<file path="src/rtl/cache_fill_fsm.sv">
// rtl/cache_fill_fsm.sv - cache miss fill controller: 8-word block fetch, data-array word writes, metadata write
// Issue and receive sides run independently; completion is signalled combinationally on the 8th valid beat.
module cache_fill_fsm #(
  parameter int ADDR_W  = 16,
  parameter int WORDS   = 8,
  parameter int TAG_LSB = 9
) (
  input  logic              clk,
  input  logic              rst,
  input  logic              miss_detected,
  input  logic [ADDR_W-1:0] miss_address,
  input  logic              memory_data_valid,
  output logic              fsm_busy,
  output logic              mem_read_en,
  output logic [ADDR_W-1:0] memory_address,
  output logic              write_data_array,
  output logic [WORDS-1:0]  word_enable,
  output logic              write_tag_array,
  output logic [7:0]        meta_data_out,
  output logic              fill_done
);

  typedef enum logic {IDLE, FILL} state_t;

  state_t            state_q;
  logic [3:0]        issue_cnt_q;
  logic [3:0]        recv_cnt_q;
  logic [ADDR_W-1:0] base_q;

  logic in_fill;
  logic issuing;
  logic beat;
  logic last_beat;

  // Counters saturate at 8, so bit 3 alone marks "all eight done".
  assign in_fill   = (state_q == FILL);
  assign issuing   = in_fill && !issue_cnt_q[3];
  assign beat      = in_fill && memory_data_valid && !recv_cnt_q[3];
  assign last_beat = beat && (recv_cnt_q == 4'd7);

  assign fsm_busy         = in_fill;
  assign mem_read_en      = issuing;
  assign memory_address   = issuing ? (base_q + ADDR_W'({issue_cnt_q[2:0], 1'b0})) : '0;
  assign write_data_array = beat;
  assign word_enable      = beat ? (WORDS'(1) << recv_cnt_q[2:0]) : '0;
  assign write_tag_array  = last_beat;
  assign fill_done        = last_beat;
  assign meta_data_out    = last_beat ? {1'b1, base_q[ADDR_W-1:TAG_LSB]} : 8'h00;

  always_ff @(posedge clk) begin
    if (!rst) begin
      state_q     <= IDLE;
      issue_cnt_q <= 4'd0;
      recv_cnt_q  <= 4'd0;
      base_q      <= '0;
    end else begin
      case (state_q)
        IDLE: begin
          if (miss_detected) begin
            base_q      <= miss_address & ~ADDR_W'(4'hF);
            issue_cnt_q <= 4'd0;
            recv_cnt_q  <= 4'd0;
            state_q     <= FILL;
          end
        end
        FILL: begin
          if (issuing) issue_cnt_q <= issue_cnt_q + 4'd1;
          if (beat) recv_cnt_q <= recv_cnt_q + 4'd1;
          if (last_beat) state_q <= IDLE;
        end
      endcase
    end
  end

endmodule

</file>
<file path="config.mk">
export PLATFORM = sky130hd
export DESIGN_NAME = cache_fill_fsm
export DESIGN_NICKNAME = d
export VERILOG_FILES = /design/src/rtl/cache_fill_fsm.sv
export SDC_FILE = /design/constraint.sdc
export NUM_CORES = 1
export LEC_CHECK = 0
export CELL_PAD_IN_SITES_DETAIL_PLACEMENT = 1
export CELL_PAD_IN_SITES_GLOBAL_PLACEMENT = 1
export CORE_AREA = 8 8 88 70
export DETAILED_ROUTE_END_ITERATION = 8
export DIE_AREA = 0 0 96 78
export HOLD_SLACK_MARGIN = 0.12
export PLACE_DENSITY_LB_ADDON = 0.15
export SYNTH_ARGS = -nofsm -noshare
export SYNTH_HDL_FRONTEND = slang
export SYNTH_SLANG_ARGS = --single-unit
</file>
<file path="constraint.sdc">
create_clock -name clk -period 2.04 [get_ports clk]
set_clock_uncertainty 0.15 [all_clocks]
set_input_delay 0.408 -clock clk [delete_from_list [all_inputs] [get_ports clk]]
set_output_delay 0.408 -clock clk [all_outputs]
set_load 0.01 [all_outputs]
</file>
* After elaboration in Yosys (flattened, before gate mapping)
Index checks and enable logic that the tools add are counted.
** Cells by class
- Divide/modulo/power cells :: 0
- Order comparisons :: 0
- Mux-type cells :: 11
- Eq/ne operators :: 4
- Multiply operators :: 0
- Reductions and logical operators :: 9
- Bitwise gates (word level) :: 1
- Shifts and indexed selects :: 1
- Add/sub/neg operators :: 3
** Operators with widths (count)
- adder 16 x 4 -> 16 bit :: 1
- 2-to-1 mux 16 bit :: 1
- 2-to-1 mux 8 bit :: 2
- case mux 4 bit (2 select lines) :: 2
- 2-to-1 mux 4 bit :: 3
- adder 4 x 1 -> 4 bit, second input constant :: 2
- left shift 1 x 3 -> 8 bit, first input constant :: 1
- AND reduction 2 bit :: 3
- == test 4 x 3 -> 1 bit, second input constant :: 1
- logical AND 1 bit :: 4
- inequality test 2 x 1 -> 1 bit, second input constant :: 2
- logical NOT 1 bit :: 2
- 2-to-1 mux 1 bit :: 2
- inequality test 2 bit, second input constant :: 1
- case mux 1 bit (2 select lines) :: 1
- inverter 1 bit :: 1
** Word-level totals
- Bits in read-only memories :: 0
- Memory bits (writable) :: 0
- Bits in registers :: 21
- Logic and storage cells :: 33
- Memories :: 0
- Latch bits :: 0
- Bits of input ports :: 20
- Output and inout bits :: 37

* Depth between registers and ports, before layout
- Word-level depth :: 5
- Mapped depth :: 5
- Mapped depth without buffers :: 4

* Worst setup path after synthesis
No wires, ideal clock.
- Path kind :: register to output
- From :: register state_q (netlist: fsm_busy)
- To :: output meta_data_out[0]
- Path slack :: 0.331 ns
- Required time :: 1.482 ns
- Cell stages (with the launch flop) :: 6
- Arrival :: 1.151 ns
- Path buffers :: 1
- Cell sequence :: dfxtp_1 > nand3b_1 > inv_2 > and3_1 > buf_4 > and2_1
** Between the ends
- Longest elaborated chain between the ends :: 4
** Ends and longest elaborated chain
- start: declaration :: line 25 : state_t state_q;
- start signal: assignment :: line 52 : state_q <= IDLE;
- start signal: assignment :: line 63 : state_q <= FILL;
- start signal: assignment :: line 69 : if (last_beat) state_q <= IDLE;
- logical AND 1 bit (2 in a row) :: line 38 : assign beat = in_fill && memory_data_valid && !recv_cnt_q[3];
- logical AND 1 bit :: line 39 : assign last_beat = beat && (recv_cnt_q == 4'd7);
- named net fill_done :: line 20 : output logic fill_done
- 2-to-1 mux 8 bit :: line 48 : assign meta_data_out = last_beat ? {1'b1, base_q[ADDR_W-1:TAG_LSB]} : 8'h00;
- end: declaration :: line 19 : output logic [7:0] meta_data_out,
The timed path passes the listed nets, and every way through them passes these cells.

* Worst setup path in the final report
- From :: register recv_cnt_q[3]
- To :: output meta_data_out[4]
** Between the ends
- Longest elaborated chain between the ends :: 4
- Elaborated cells on any way between the ends :: 5
- Classes of those cells :: 1 x eq/ne; 1 x mux; 3 x reduce/logical
** Ends and longest elaborated chain
- start: declaration :: line 27 : logic [3:0] recv_cnt_q;
- start signal: assignment :: line 68 : if (beat) recv_cnt_q <= recv_cnt_q + 4'd1;
- branches (longest 2 deep; another with == test 4 x 3 -> 1 bit)
- logical AND 1 bit (*) :: line 39
- 2-to-1 mux 8 bit (*) :: line 48
Every way passes the cells marked *.

==> flow_metrics.env <==
export IMPL_status="complete, no violations"
export IMPL_fmax_ghz=0.504
export IMPL_grt_start_max_net_pins=25
export IMPL_layout_commonest_cell="nand2_1"
export IMPL_antenna_found_initial=0
export IMPL_rows=22
export IMPL_start_util=0.240
export IMPL_critical_path_max_stage_delay_ps=310
export IMPL_antennaDiodeCount=0
export IMPL_pin_count=57
export IMPL_wl_um=3920
export IMPL_wl_met1_um=1730
export IMPL_cts_sinks=21
export IMPL_wl_met3_um=229
export IMPL_fin_crit_ps=1990
export IMPL_rr_worst_depth=5
export IMPL_hold_start="base_q[8]"
export IMPL_path_cells="nand3b_1 -> inv_2 -> and3_4 -> buf_6 -> and2_1 -> buf_2"
export IMPL_die_y_um=78
export IMPL_synthesis_area_mm2=0.00114
export IMPL_cts_tree="yes"
export IMPL_port_buffers=51
export IMPL_grt_ovfl_total=0
export IMPL_reg2reg_slack_ps=620
export IMPL_fp_coreArea_mm2=0.00476
export IMPL_power_density_mw_per_mm2=488
export IMPL_min_to="base_q[8]"
export IMPL_worstSetupPathType="reg2out"
export IMPL_timing_final_crit_share=0.973
export IMPL_cts_max_level=1
export IMPL_fp_dieW_um=96
export IMPL_cts_buffer_depth=2
export IMPL_worstSetupStartpointType="flip-flop"
export IMPL_drc_errors=0
export IMPL_setup_tns_ps=0
export IMPL_worstSkewPairLatency_ps=260
export IMPL_root_buffer="clkbuf_8"
export IMPL_drtPass1Iterations=4
export IMPL_drt_iter0_drc=31
export IMPL_finalWeightedCongestion=0.746
export IMPL_ys_types=26
export IMPL_synth_area_per_cell_um2=8.04
export IMPL_synth_top_cell_by_area="dfxtp_1"
export IMPL_yosys_area_top_type_share=0.368
export IMPL_grt_pass1_vias=1312
export IMPL_min_delay_path_class="reg2reg"
export IMPL_top_layer="met4"
export IMPL_hold_depth=2
export IMPL_timing_rr_start="recv_cnt_q[0]"
export IMPL_arrival_ps=1430
export IMPL_critPathMaxFanout=6
export IMPL_wl_per_cell_um=14.7
export IMPL_total_leakage_power_uw=0.000887
export IMPL_worst_setup_path_end_kind="primary output"
export IMPL_hold_viol=0
export IMPL_synth_seq_area_share=0.368
export IMPL_grt_total_usage=0.107
export IMPL_nets=234
export IMPL_synth_seq_cells=21
export IMPL_dp_hpwl_um=2930
export IMPL_drtAntennaViolNets=0
export IMPL_vias=1160
export IMPL_drive_above_1_share=0.248
export IMPL_cpMaxStageDelayCell="dfxtp_1"
export IMPL_fill_cells=587
export IMPL_dr_wl_met2_um=1960
export IMPL_ys_flop_type="dfxtp_1"
export IMPL_max_cap_violations=0
export IMPL_numCtsBuffers=3
export IMPL_async_flop_share=0
export IMPL_syn2layout_area_growth_pct=57.9
export IMPL_slew_viol_final=0
export IMPL_synthCells=142
export IMPL_yosys_warnings=0
export IMPL_crit_reg2reg_capture="recv_cnt_q[2]"
export IMPL_final_cell_mix="nand2_1 (28), and2_1 (23), dfxtp_1 (18), dlygate4sd2_1 (18), buf_4 (17)"
export IMPL_final_util=0.379
export IMPL_synth_nets=169
export IMPL_critical_path_required_ps=1480
export IMPL_rsz0062_at_grt="true"
export IMPL_netlist_top_cells_area="dfxtp_1 (37%), and2_1 (13%), nand2_1 (9.2%)"
export IMPL_ir_drop_mv=0.268
export IMPL_die_area_mm2=0.00749
export IMPL_clk_pin_slew_ps=80
export IMPL_vias_per_cell=4.36
export IMPL_synth_edf_count=0
export IMPL_grt_pass1_wl_um=6370
export IMPL_setup_viol_count_final=0
Yosys cell counts, types with 2 or more instances:
cell      instances
a21boi_0          4
a21boi_1          9
and2_1           24
and3_1            7
buf_2             4
buf_4             5
clkbuf_1          3
dfxtp_1          21
ha_1              7
inv_1             3
nand2_1          28
nand3_1           5
nand3b_1          3
nor2_1            4
o21ai_0           3
o31ai_1           2
final cells by class:
cell class                      instances  area (um2)  share of cell area
Multi-Input combinational cell        105         656               0.363
Timing Repair Buffer                   72         588               0.326
Tap cell                               60        75.1              0.0416
Clock buffer                            3        41.3              0.0229
Sequential cell                        21         424               0.235
Clock inverter                          1        5.00             0.00277
Inverter                                4        15.0             0.00832
metrics by stage:
stage / hold WS, ps / area [um2] / worst slack, ps / total power (uW) / instances
finish: 303 / 1800 / 54.4 / 881 / 266
CTS: 309 / 1830 / 1.27 / 902 / 266
global placement: 290 / 1780 / -542 / 605 / 257
floorplan: 280 / 1140 / 331 / 519 / 142
detailed placement: 297 / 1780 / -607 / 611 / 257
global route: 320 / 1800 / -23.3 / 933 / 266
where the power goes:
part | internal, uW | switching, uW
Combinational | 83.8 | 75.2
Sequential | 429 | 11.8
Clock | 136 | 145
Total | 649 | 232
worst max-delay path: cells and delay by family (launching register included):
family                 cells  cell delay (ps)
and+or+nand+nor            3              510
buffers and inverters      3              330
DFF                        1              310
flip-flops by register name (all words and copies together) (netlist names):
name / count
base_q: 12
issue_cnt_q: 4
recv_cnt_q: 4
fsm_busy: 1
how the worst max path moves through the flow:
stage / start / to / slack [ps] / cells past startpoint
6_report: recv_cnt_q[3] / meta_data_out[4] / 50 / 6
5_1_grt: recv_cnt_q[3] / meta_data_out[4] / -20 / 6
4_1_cts: recv_cnt_q[3] / word_enable[2] / 1 / 5
3_5_place_dp: memory_data_valid / meta_data_out[4] / -610 / 7
3_3_place_gp: memory_data_valid / meta_data_out[1] / -540 / 7
2_1_floorplan: fsm_busy / meta_data_out[0] / 330 / 5
what timing repair did:
item,CTS,global route
hold buffers,0,0
setup endpoints to repair,35,15
buffers inserted,3,0
cloned,2,0
gates resized for setup,74,20
pin swaps,1,0
layer usage:
metal / vias to the layer above / GRT usage
met1: 547 / 0.123
met3: 2 / 0.0337
met2: 29 / 0.191
met4: 0 / 0.0107
met5: - / 0
li1: 582 / -
cell families after synthesis:
family | Yosys count | share of synthesized area
buf+inv | 16 | 0.0734
compound gates | 20 | 0.126
flops | 21 | 0.368
other cells | 1 | 0.00328
xor+xnor | 1 | 0.00767
fa+ha+maj | 7 | 0.0767
simple gates | 76 | 0.345
Note: power is estimated with default switching activity, not from simulation.
